===== src/rtl/stream_min_max_finder.sv =====
// ----------------------------------------------------------------------------
// stream_min_max_finder
//
// Collects a frame of N unsigned WIDTH-bit samples from a valid/ready stream
// and reports either the smallest (mode=0) or the largest (mode=1) sample,
// together with the frame position of its first occurrence. The result is
// presented zero-extended to OUT_WIDTH bits on a valid/ready output port.
//
// Ports
//   clk        rising-edge clock
//   rst_n      asynchronous reset, active-low
//   start      begin a frame (only looked at while idle)
//   mode       0 = minimum, 1 = maximum; captured when start is accepted
//   in_valid   in_data carries a sample
//   in_data    sample, WIDTH bits unsigned
//   in_ready   a sample is accepted this cycle if in_valid is also high
//   out_valid  result available
//   out_ready  consumer takes the result
//   out_value  zero-extended best sample
//   out_index  position (0..N-1) of the first best sample in the frame
//   busy       a frame is being collected or its result is pending
// ----------------------------------------------------------------------------
module stream_min_max_finder #(
    parameter  int WIDTH     = 4,
    parameter  int N         = 4,
    parameter  int OUT_WIDTH = 8,
    localparam int IDXW      = $clog2(N)
) (
    input  logic                 clk,
    input  logic                 rst_n,
    input  logic                 start,
    input  logic                 mode,
    input  logic                 in_valid,
    input  logic [WIDTH-1:0]     in_data,
    output logic                 in_ready,
    output logic                 out_valid,
    input  logic                 out_ready,
    output logic [OUT_WIDTH-1:0] out_value,
    output logic [IDXW-1:0]      out_index,
    output logic                 busy
);

    typedef enum logic [1:0] {
        IDLE  = 2'd0,
        ACCUM = 2'd1,
        DONE  = 2'd2
    } state_t;

    state_t            state;
    logic [IDXW-1:0]   count;
    logic [WIDTH-1:0]  best;
    logic [IDXW-1:0]   index;
    logic              mode_q;
    logic [WIDTH-1:0]  res_value;
    logic [IDXW-1:0]   res_index;

    logic              last;
    logic              take;
    logic [WIDTH-1:0]  cand_best;
    logic [IDXW-1:0]   cand_index;

    // Candidate running result if the sample on in_data is accepted now.
    // Strict compares keep the earliest index on ties.
    always_comb begin
        // NOTE: every combinational output gets a default first so no path
        // leaves it unassigned, which would infer a latch.
        take       = 1'b0;
        cand_best  = best;
        cand_index = index;
        last       = (count == IDXW'(N - 1));
        if (count == '0) begin
            take = 1'b1;
        end else if (mode_q) begin
            take = (in_data > best);
        end else begin
            take = (in_data < best);
        end
        if (take) begin
            cand_best  = in_data;
            cand_index = count;
        end
    end

    // Handshake flags decode from state only.
    assign in_ready  = (state == ACCUM);
    assign out_valid = (state == DONE);
    assign busy      = (state != IDLE);

    // The result registers are only loaded on entry to DONE, so the
    // outputs keep the previous result while the next frame accumulates.
    assign out_value = OUT_WIDTH'(res_value);
    assign out_index = res_index;

    always_ff @(posedge clk or negedge rst_n) begin
        // NOTE: every register, datapath included, is cleared by reset so
        // all outputs read zero during reset and a partial frame is dropped.
        if (!rst_n) begin
            state     <= IDLE;
            count     <= '0;
            best      <= '0;
            index     <= '0;
            mode_q    <= 1'b0;
            res_value <= '0;
            res_index <= '0;
        end else begin
            // NOTE: non-blocking assignments so every register samples the
            // pre-edge values, independent of statement order.
            case (state)
                IDLE: begin
                    if (start) begin
                        mode_q <= mode;
                        count  <= '0;
                        state  <= ACCUM;
                    end
                end
                ACCUM: begin
                    if (in_valid) begin
                        best  <= cand_best;
                        index <= cand_index;
                        if (last) begin
                            res_value <= cand_best;
                            res_index <= cand_index;
                            count     <= '0;
                            state     <= DONE;
                        end else begin
                            count <= count + IDXW'(1);
                        end
                    end
                end
                DONE: begin
                    if (out_ready) begin
                        state <= IDLE;
                    end
                end
                default: begin
                    state <= IDLE;
                end
            endcase
        end
    end

endmodule

===== config.mk =====
export PLATFORM = sky130hd
export DESIGN_NAME = stream_min_max_finder
export DESIGN_NICKNAME = d
export VERILOG_FILES = /design/src/rtl/stream_min_max_finder.sv
export SDC_FILE = /design/constraint.sdc
export NUM_CORES = 1
export LEC_CHECK = 0
export ABC_AREA = 1
export CAP_MARGIN = 20
export CORE_MARGIN = 2
export CORE_UTILIZATION = 40
export CTS_CLUSTER_SIZE = 16
export DETAILED_ROUTE_END_ITERATION = 12
export MAX_ROUTING_LAYER = met4
export PLACE_DENSITY = 0.62
export SLEW_MARGIN = 20
export SYNTH_ARGS = -nofsm -noshare
export SYNTH_HDL_FRONTEND = slang
export SYNTH_SLANG_ARGS = --single-unit

===== constraint.sdc =====
create_clock -name clk -period 2.34 [get_ports clk]
set_clock_uncertainty 0.05 [all_clocks]
set_input_delay 0.234 -clock clk [delete_from_list [all_inputs] [get_ports clk]]
set_output_delay 0.234 -clock clk [all_outputs]
set_load 0.01 [all_outputs]

* Word-level counts from Yosys, hierarchy flattened
Cells that the tools add are included.
** Operators by class
- Add/subtract/negate cells :: 1
- Order comparisons :: 2
- Eq/ne operators :: 7
- Multiplexer cells :: 13
- Reductions and logical operators :: 9
** Operators by type and width (count)
- two-way mux 2 bit :: 8
- case mux 2 bit (3 select lines) :: 1
- AND reduction 3 bit :: 2
- equality test 2 bit (second input constant) :: 2
- > comparator 4 bit :: 1
- logical NOT 2 bit :: 2
- less-than comparator 4 bit :: 1
- two-way mux 4 bit :: 1
- inequality test 2 x 1 -> 1 bit (second input constant) :: 2
- inequality test 2 bit (second input constant) :: 2
- case mux 2 bit (2 select lines) :: 1
- AND reduction 2 bit :: 2
- AND reduction 4 bit :: 1
- nonzero test 2 bit :: 2
- adder 2 x 1 -> 2 bit (second input constant) :: 1
- equality test 2 x 1 -> 1 bit (second input constant) :: 1
- two-way mux 1 bit :: 2
** Word-level totals
- Flip-flop bits (word level) :: 17
- Output and inout port bits :: 13
- Logic and storage cells :: 39

* Logic depth before layout (Yosys ltp)
- Word-level depth :: 4
- Depth in mapped cells :: 12

* Least setup slack after synthesis
No wires, ideal clock.
- Path kind :: reg-to-reg
- From :: register best[3]
- To :: register best[0]
- Arrival :: 1.404 ns
- Data required time :: 2.172 ns
- Setup slack :: 0.768 ns
- Stages on the path, launching flop included :: 9
- Path buffers :: 0
- Cell sequence :: dfrtp_1 > inv_1 > ha_1 > a21oi_1 > nand3_1 > nand3_1 > nand2_1 > nand3_1 > nand2_1
** On the way
- Word-level cells in the longest chain between the ends :: 4
- Elaborated cells on any way between the ends :: 5
- Those cells by class :: order compare (2); mux (3)
** RTL lines
- start: declaration :: RTL line 51 : logic [WIDTH-1:0] best;
- start signal: assignment :: RTL line 118 : best <= cand_best;
- less-than comparator 4 bit or > comparator 4 bit (tied branches) :: RTL line 76, 74
- two-way mux 1 bit * :: RTL line 73 : end else if (mode_q) begin
- two-way mux 1 bit * :: RTL line 71 : if (count == '0) begin
- two-way mux 4 bit * :: RTL line 78 : if (take) begin
Every way passes the cells marked *; elsewhere a longest branch is shown, timed or not.
A chain may end at the register's enable or synchronous reset.

* Worst setup path after layout
- From :: register best[3]
- To :: register res_value[2]
** On the way
- Word-level cells in the longest chain between the ends :: 4
- Elaborated cells on any way between the ends :: 5
- Those cells by class :: order compare (2); mux (3)
** RTL lines
- less-than comparator 4 bit or > comparator 4 bit (tied branches) :: RTL line 76, 74
- two-way mux 1 bit * :: RTL line 73
- two-way mux 1 bit * :: RTL line 71
- two-way mux 4 bit * :: RTL line 78
- end signal: assignment :: RTL line 121 : res_value <= cand_best;
- end: declaration :: RTL line 54 : logic [WIDTH-1:0] res_value;
Marks and branches as above.

==> flow_summary_export.csv <==
group,metric,value,unit
clock_tree,ctsRootBufferMaster,"clkbuf_4",
grt,grt_start_max_net_pins,18,
worst_setup_path,crit_top_cell,"nand3_1",
floorplanning,die_h,54.18,um
clock_tree,ctsResizeCount,0,
worst_setup_path,critPathCaptureType,"flip-flop",
yosys,synth_area_leaders,"dfrtp_1 (42%), nand2_1 (15%), inv_1 (7.8%), ha_1 (7.5%), nand3_1 (7.5%)",
route,firstDrtPassIters,4,
clock_tree,cts_buffer_depth,2,
yosys,yosysTopAreaCell,"dfrtp_1",
grt,grt_first_pass_wirelength,3.332,mm
power_and_ir_drop,p_int,0.8191,mW
power_and_ir_drop,clockPowerShare,10.9,%
yosys,yosysMostFrequentCell,"nand2_1",
power_and_ir_drop,switchingPower,0.6420,mW
yosys,ys.flop_type,"dfrtp_1",
power_and_ir_drop,p_comb_share,54.7,%
yosys,synth-edff-count,0,
clock_tree,cts.sinks,17,
placed_design,routabilityCongestion,0.8947,
finish,fin_cells,180,
power_and_ir_drop,swShare,43.94,%
yosys,synth_common_cells,"nand2_1 (40), inv_1 (21), dfrtp_1 (17)",
finish,syn_to_final_growth,22.36,%
placed_design,preCtsSetupSlack,0.2806,ns
yosys,ys_warn_count,0,
worst_setup_path,r2r_setup_slack,0.55,ns
worst_setup_path,crit_family,"simple AND/OR/NAND/NOR gates",
finish,antenna_cells,0,
yosys,synth_seq_area_share,42.24,%
grt,grt_pass1_vias,809,
worst_setup_path,cp.required,2.47,ns
clock_tree,clk_pin_slew,0.10,ns
route,drc,0,
floorplanning,pin_count,23,
placed_design,portBuffers,18,
timing,fmax,0.5594,GHz
route,drt-vias-per-instance,4.700,
yosys,syn-instance-count,129,
power_and_ir_drop,peakVddDrop,0.0006555,V
timing,rsz0062_at_grt,"false",
placed_design,dp_cells,176,
worst_setup_path,cp.arrival,1.92,ns
grt,grt_use_total,15.99,%
route,wirelength_met1,943,um
timing,setup_viol_count_final,0,
route,dr.max_layer_used,"met4",
route,postRouteWirelength,1.932,mm
status,status,"finished, final reports clean",
route,dr_total_vias,846,
min_path,min-delay-path-class,"primary input to async pin",
yosys,ys_types,17,
clock_tree,clkLatencyLatePin,0.29,ns
worst_setup_path,crit_fanout,7,
timing,max_slew_margin,48.56,%
grt,antenna_found_initial,0,
yosys,syn-cell-area,1007,um^2
timing,finalHoldViolations,0,
worst_setup_path,worst-path-buf-inv,1,
worst_setup_path,slowest_stage,"dfrtp_1",
placed_design,hpwlAfterDp,1.527,mm
route,met3_length,80,um
grt,gr-total-overflow,0,
timing,fin_setup_tns,0,ns
yosys,yosysTopAreaCellShare,42.24,%
floorplanning,die-area,2935,um^2
power_and_ir_drop,seqPwrFrac,34.4,%
yosys,syn_avg_cell_area,7.808,um^2
timing,timing.final.crit_share,76.40,%
power_and_ir_drop,power.leakage,0.6723,nW
worst_setup_path,worstSetupPathType,"flip-flop to flip-flop",
timing,setup_ws,0.5523,ns
route,avgRoutedWirePerCell,10.73,um
clock_tree,post-cts-setup-buffer-count,0,
finish,n_fill_cell,251,
worst_setup_path,path_cells,"inv_1 > ha_1 > a21oi_1 > nand3_1 > nand3_1 > nand2_1 > nand3_1 > nand2_1",
floorplanning,core,2432,um^2
route,drt_iter0_drc,7,
clock_tree,postCtsHoldBufs,0,
route,met2_length,886,um
worst_setup_path,reg2reg_from,"best[3]",
worst_setup_path,start_kind,"flip-flop",
worst_setup_path,r2r_end,"res_value[2]",
yosys,ys_ff_latch,17,
job,maxCapViolCount,0,
finish,final_layout_size_suffix_gt1_share,6.667,%
floorplanning,die_w,54.18,um
yosys,async_flop_share,100.0,%
floorplanning,initial_core_util,41.41,%
clock_tree,htree_levels,1,
worst_setup_path,ff2ff_path_depth,8,
power_and_ir_drop,pwr_density_cell,1186,nW/um^2
timing,final_max_slew_viol_count,0,
timing,fin_crit,1.788,ns
clock_tree,cts_tree,"built",
route,detail-route-antenna-nets,0,
floorplanning,rows,18,
clock_tree,cts-buffers-inserted,3,
worst_setup_path,cp_slowest_stage_delay,0.39,ns
timing,tightest_slew,0.7692,ns
finish,layout.nets,167,
## metrics by stage
stage	power [mW]	utilization [%]	hold slack, ns	area, um^2
final	1.461	50.67	0.3307	1232
after global routing	1.620	50.67	0.4049	1232
after CTS	1.476	50.67	0.3574	1232
after detailed placement	1.315	49.59	0.4149	1206
after global placement	1.296	49.59	0.4148	1206
after floorplan	1.047	-	-0.1116	1018
## cells in the final DEF, fill, tap and decap left out
cell             synthesis  routed
nand4_1                  7       7
inv_2                    2       2
nand3_1                 15      15
clkbuf_4                 0       3
nor2_8                   2       2
inv_4                    1       1
o31ai_1                  1       1
nor2_1                   5       5
nand2_1                 40      40
ha_1                     6       6
a21oi_1                  2       2
conb_1                   1       4
nor2_4                   1       1
inv_6                    1       1
o21ai_0                  3       3
inv_1                   21      21
dfrtp_1                 17      17
clkdlybuf4s50_1          0      18
clkbuf_1                 0       1
## final cells by class
| type | count | area [um^2] | area share (%) |
|---|---|---|---|
| well taps | 30 | 37.54 | 3.046 |
| flip-flops and latches | 17 | 425.4 | 34.52 |
| multi-input cells | 86 | 461.7 | 37.46 |
| clock buffers | 4 | 26.28 | 2.132 |
| inverters | 25 | 101.3 | 8.223 |
| repair buffers | 18 | 180.2 | 14.62 |
## power groups by stage
stage,Combinational [mW],Clock (mW),Sequential (mW)
2_1_floorplan,0.530,0,0.518
3_3_place_gp,0.793,0,0.503
3_5_place_dp,0.806,0,0.509
4_1_cts,0.811,0.161,0.504
5_1_grt,0.926,0.174,0.520
6_report,0.800,0.159,0.502
## metal layers
metal / vias to the layer above / GRT usage [%]
li1: 438 / -
met1: 385 / 20.38
met2: 20 / 25.90
met3: 3 / 2.500
met4: 0 / 5.000
met5: - / -
## worst max-delay path by stage
stage / startpoint / end / slack [ns] / depth (start not counted)
6_report: best[3] / res_value[2] / 0.55 / 8
5_1_grt: best[2] / res_value[2] / 0.33 / 10
4_1_cts: best[3] / res_value[3] / 0.57 / 8
3_5_place_dp: in_data[3] / res_value[3] / 0.28 / 8
3_3_place_gp: in_data[3] / res_value[3] / 0.32 / 8
2_1_floorplan: best[3] / best[0] / 0.77 / 8
## logic make-up after synthesis
family / share of synthesized area, %
other: 0.3723
AOI/OAI and AO/OA: 3.230
and+or+nand+nor: 33.66
adders and majority gates: 7.453
DFF: 42.24
buffers and inverters: 13.04
## registers in the layout, summed over array words and instances, names as in the netlist
name and flops:
count 2, best 4, state 2, mode_q 1
res_value 4, index 2, out_index 2
Power figures use the tool's default switching activity.
==> RTL change 1 (same flow settings) <==
Re-encode `state_t` (3 states) as one-hot, 3 bits wide.
--- a/src/rtl/stream_min_max_finder.sv
+++ b/src/rtl/stream_min_max_finder.sv
@@ -42,6 +42,6 @@
 
-    typedef enum logic [1:0] {
-        IDLE  = 2'd0,
-        ACCUM = 2'd1,
-        DONE  = 2'd2
+    typedef enum logic [2:0] {
+        IDLE  = 3'b001,
+        ACCUM = 3'b010,
+        DONE  = 3'b100
     } state_t;
Formal check against the unedited RTL: same outputs for any inputs over 10 cycles, from zero or initial values and one cycle with rst_n low; not proved beyond that.
==> RTL change 1 against the original RTL <==
- via count up 9.1%
- clock power up 22%
- first-iteration DRC count grew to 5.4 times the old value
- sequential cell count rose by 1
- cell area increased by 6.9%
- core utilization increased by 2.0 points
- highest routed layer unchanged
- combinational power shrank 25%
- worst setup slack got worse by 0.12 ns
- largest power group unchanged
- synthesized area grew 6.0%
- sequential power shrank 6.0%
- routed wire length rose by 14%
- power fell by 13%
==> RTL change 1: results (changes against the original RTL) <==
The via count of the first global-routing pass was 847 (+4.7%); the arrival time at the worst endpoint was 1.63 ns (-0.29 ns). The reported leakage power is 0.7254 nW (+7.9%), and the total number of vias is 923 (+9.1%). The number of enable flip-flop cells after synthesis is 0 (unchanged), and the fill cell total of the finished layout is 239 (-4.8%). By count the netlist is led by nand2_1, inv_1, dfrtp_1.

The register area share after synthesis is 42.32% (+0.085 points). Number of antenna cells inserted: 0 (unchanged). The instance count of the mapped netlist was 137 (+6.2%). The final worst hold slack came out at 0.1986 ns (-0.1321 ns).

The tools report the highest attainable clock frequency as 523.7 MHz (-6.4%). For the final HPWL from detailed placement, the log shows 1677 um (+9.8%). The startpoint identified for the worst register-to-register timing path is best[3]. The number of clock buffers inserted by TritonCTS was 3 (unchanged). The total length of routed wires is 2194 um (+14%). The largest registers in the layout are best: 4 flops, res_value: 4 flops, state: 3 flops. The number of different library cells in the post-synthesis netlist is 22 (+5), and the count of buffers from port buffering is 18 (unchanged). After clock tree synthesis, the clock-pin slew on the worst setup and hold paths is 0.11 ns. Worst-path maximum fanout: 4 (-3). The peak supply drop was 534.3 uV (-18%). The post-CTS resize count was 0 (unchanged); the global placer's final weighted congestion was 0.9360 (+4.6%). The largest incremental delay on the critical path is 0.59 ns (+0.20 ns). The logs give 537.4 uW (-16%) for the net switching component of the power and 0.2854 ns (+0.004808 ns) for the post-placement setup slack. The run gives 0 (unchanged) as the initial antenna violation count. The flow ran to the end, and the final reports show no timing, DRC or antenna violations. The global-route usage over all layers was 15.57% (-0.42 points). Routed wire length per instance: 11.55 um (+7.6%). The fraction of layout instances using a drive strength above 1 is 8.750% (+2.1 points).

The number of cells after detailed placement is 186 (+5.7%). The cell family contributing the most delay on the critical path is buffers and inverters. For the H-tree depth, the log shows 1 (unchanged). The global-route wire length before repair was 3719 um (+12%); the post-synthesis async set-or-reset flop share was 100.0% (unchanged).

The post-layout minimum cycle time was 1.909 ns (+0.1217 ns); the maximum buffer depth of the clock tree was 2 (unchanged). The total of warnings raised by yosys came out at 0 (unchanged). After synthesis, the cell types taking the most area are dfrtp_1, nand2_1, nand3_1.

The cell with the largest stage delay on the worst path is clkdlybuf4s50_1. The tools report the cell at the root of the clock tree as clkbuf_4. The layout net count came out at 177 (+6.0%). The logs give 19 (+1) for the largest net degree at the start of global routing and 0 (unchanged) for the remaining antenna violation count. Class of the most critical hold timing path: primary input to async pin. The tools report the length of the first detailed-routing pass in iterations as 5 (+1).

Number of violations reported at the end of detailed-routing iteration 0: 38 (+31). The worst reg-to-reg setup slack came out at 0.47 ns (-0.08 ns). The launching element of the worst setup path was state[2].

The insertion delay to the later sink of the worst-skew pair is 0.30 ns. The tools report the post-CTS setup buffer count as 0 (unchanged).
-- RTL change 1: changes by cell type in the layout (fill, tap and decap cells not counted), sizes merged, moves of 2 or more --
cell	unedited run	this run
nand3	15	17
nand2	40	44
inv	25	23
nor2	8	5
buf	0	2
nor3	0	3
-- RTL change 1: kinds of logic after synthesis --
logic type,Yosys count,share of synthesized area [%]
buf+inv,28,11.96
other cells,1,0.3514
fa+ha+maj,6,7.034
simple gates,77,35.05
compound gates,7,3.281
flops,18,42.32
-- RTL change 1: cell type report --
cell class	count	share of cell area (%)
multi-input combinational	94	37.89
sequential	18	34.28
timing repair buffer	20	14.81
inverter	24	7.407
tap	30	2.849
clock buffer	4	2.754
-- RTL change 1: power by group through the flow --
stage	clock network (mW)	registers [mW]	logic (mW)
after floorplan	0	0.466	0.426
after global placement	0	0.473	0.583
after detailed placement	0	0.474	0.596
after CTS	0.202	0.470	0.597
after global routing	0.214	0.483	0.681
final	0.194	0.472	0.601
-- RTL change 1: path summary, 6_finish.rpt --
check	endpoint	cells after the start
max	in_ready	2
min	best[0]	2
max reg2reg	best[3]	9
min reg2reg	best[2]	2
max in group asynchronous	state[0]	2
min in group clk	best[2]	2
-- RTL change 1: worst register-to-register path, delay by kind of cell, from the launching register on --
family	cells	cell delay [ns]
AOI/OAI and AO/OA	1	0.20
adders and majority gates	1	0.24
buffers and inverters	1	0.09
DFF	1	0.39
and+or+nand+nor	6	0.83
-- RTL change 1: through the flow --
step / power [mW] / utilization, % / area, um^2
6_report: 1.267 / 52.70 / 1318
3_3_place_gp: 1.055 / 51.25 / 1281
5_1_grt: 1.377 / 52.70 / 1318
4_1_cts: 1.269 / 52.70 / 1318
3_5_place_dp: 1.071 / 51.25 / 1281
2_1_floorplan: 0.8930 / - / 1079
-- RTL change 1: layer usage --
layer	part of all wire [%]	track usage (%)
met5	0	-
met4	0.68	3.136
met3	6.3	5.116
met2	43	22.45
met1	50	21.55
==> RTL change 2 (config.mk and constraints unchanged) <==
Without the edit above. `N`: 4 -> 2.
--- a/src/rtl/stream_min_max_finder.sv
+++ b/src/rtl/stream_min_max_finder.sv
@@ -24,3 +24,3 @@
     parameter  int WIDTH     = 4,
-    parameter  int N         = 4,
+    parameter  int N         = 2,
     parameter  int OUT_WIDTH = 8,
Interface: changed (resized out_index); port bits go from 23 to 22. The function was not compared with the original's and may differ.
==> RTL change 2 against the original RTL <==
- cell area down 14%
- sequential cell count decreased by 3
- sequential power is 10% lower
- synthesized area decreased by 17%
- worst setup slack gained 0.050 ns
- core utilization increased by 3.3 points
- maximum frequency increased by 2.9%
- routed wire length shrank 22%
- first-iteration DRC count down 29%
- power is 6.9% lower
- critical endpoint is now in_ready
==> RTL change 2: results (changes against the original RTL) <==
The routed wire length per instance was 10.03 um (-6.5%). The global-route wire length before repair was 2939 um (-12%). The normalized max-slew margin came out at 57.86% (+9.3 points). The number of violations reported at the end of detailed-routing iteration 0 came out at 5 (-2). The run finished with clean final reports.

The initial antenna violation count was 0 (unchanged); the per-cell via count in the routed design was 4.480 (-4.7%). The total routed wire length on the met1 layer is 683 um (-28%), and the met2 layer usage reported by global route is 25.78% (-0.13 points). The logs give 146 (-17%) for the number of cells after detailed placement and 15 (-3) for the largest net degree at the start of global routing. The run gives 4.848% (+2.3 points) as the met3 layer usage reported by global route. The run gives 41.79% (-0.44 points) as the register area share after synthesis.

The peak supply drop is 616.9 uV (-5.9%). The post-synthesis async set-or-reset flop share works out to 100.0% (unchanged). The final HPWL from detailed placement is 1262 um (-17%), and the number of clock buffers inserted by TritonCTS is 3 (unchanged). The run gives 708 (-12%) as the via count of the first global-routing pass. The fraction of layout instances using a drive strength above 1 was 14.63% (+8.0 points).

Reported leakage power: 0.5696 nW (-15%). The arrival time at the worst endpoint came out at 1.45 ns (-0.47 ns). The tools report the length of routed met3 wiring as 83 um (+3.8%).

The slowest stage of the critical path belongs to the cell clkdlybuf4s50_1. The worst reg-to-reg path cell count is 10 (+2). The worst-path maximum fanout came out at 4 (-3). Sorting the synthesized cells by how often they occur yields nand2_1, inv_1, dfrtp_1. Broken down by cell family, the worst path's largest delay share belongs to buffers and inverters. The total number of vias was 672 (-21%); the global-route usage over all layers was 16.00% (about the same). The largest incremental delay on the critical path came out at 0.55 ns (+0.16 ns). The class of the most critical hold timing path was primary input to async pin. The run gives 0 (unchanged) as the number of antenna cells inserted.

The largest registers in the layout are best: 4 flops, res_value: 4 flops, state: 2 flops. The number of different library cells in the post-synthesis netlist came out at 20 (+3). After synthesis, the cell types taking the most area are dfrtp_1, nand2_1, inv_1. The maximum buffer depth of the clock tree is 2 (unchanged), and the instance count of the mapped netlist is 103 (-20%).

For the worst-skew pair, the clock arrives at the later sink with an insertion delay of 0.28 ns. The count of buffers from port buffering was 17 (-1). The wire length on met2 is 728 um (-18%), and the global placer's final weighted congestion is 0.8003 (-11%). The logs give 18.93% (-1.4 points) for the global routing usage on met1 and 138 (-17%) for the layout net count.
## RTL change 2: worst reg2reg max path: cells and delay by family, from the launching register on
kind | cells | cell delay, ns
buf+inv | 1 | 0.09
fa+ha+maj | 1 | 0.24
simple gates | 7 | 0.52
compound gates | 1 | 0.22
flops | 1 | 0.39
## RTL change 2: final cells by class
| type | instances | area (um^2) |
|---|---|---|
| flip-flops and latches | 14 | 350.3 |
| clock buffers | 4 | 36.28 |
| inverters | 18 | 67.56 |
| fillers | 206 | 902.1 |
| well taps | 27 | 33.78 |
| multi-input cells | 70 | 401.6 |
| repair buffers | 17 | 170.2 |
## RTL change 2: kinds of logic after synthesis
logic type               share of synthesized area (%)
AO/OA/AOI/OAI                                    4.328
adder cells (fa/ha/maj)                          5.970
buffers and inverters                            11.64
flip-flops                                       41.79
multiplexers                                     1.343
other                                           0.4473
AND/OR/NAND/NOR                                  34.48
## RTL change 2: metrics by stage
stage / area, um^2 / worst slack, ns / total power [mW]
after floorplan: 849.6 / 0.8718 / 0.9544
after global placement: 1023 / 0.4836 / 1.184
after detailed placement: 1023 / 0.4450 / 1.199
after CTS: 1060 / 0.5760 / 1.383
after global routing: 1060 / 0.5090 / 1.507
final: 1060 / 0.6019 / 1.360
## RTL change 2: path summary, 6_finish.rpt
check                            to  slack [ns]     start
setup / recovery           in_ready        0.60  state[0]
hold / removal              best[2]        0.28     rst_n
setup reg to reg            best[0]        0.73   best[3]
hold reg to reg             best[1]        0.44   best[1]
max in group asynchronous   best[1]        1.55     rst_n
min in group clk            best[1]        0.44   best[1]
## RTL change 2: power by group
group	leakage (nW)	switching [mW]	internal, mW
Combinational	0.376	0.410	0.323
Sequential	0.173	0.0917	0.359
Clock	0.0210	0.0816	0.0947
Total	0.570	0.584	0.777
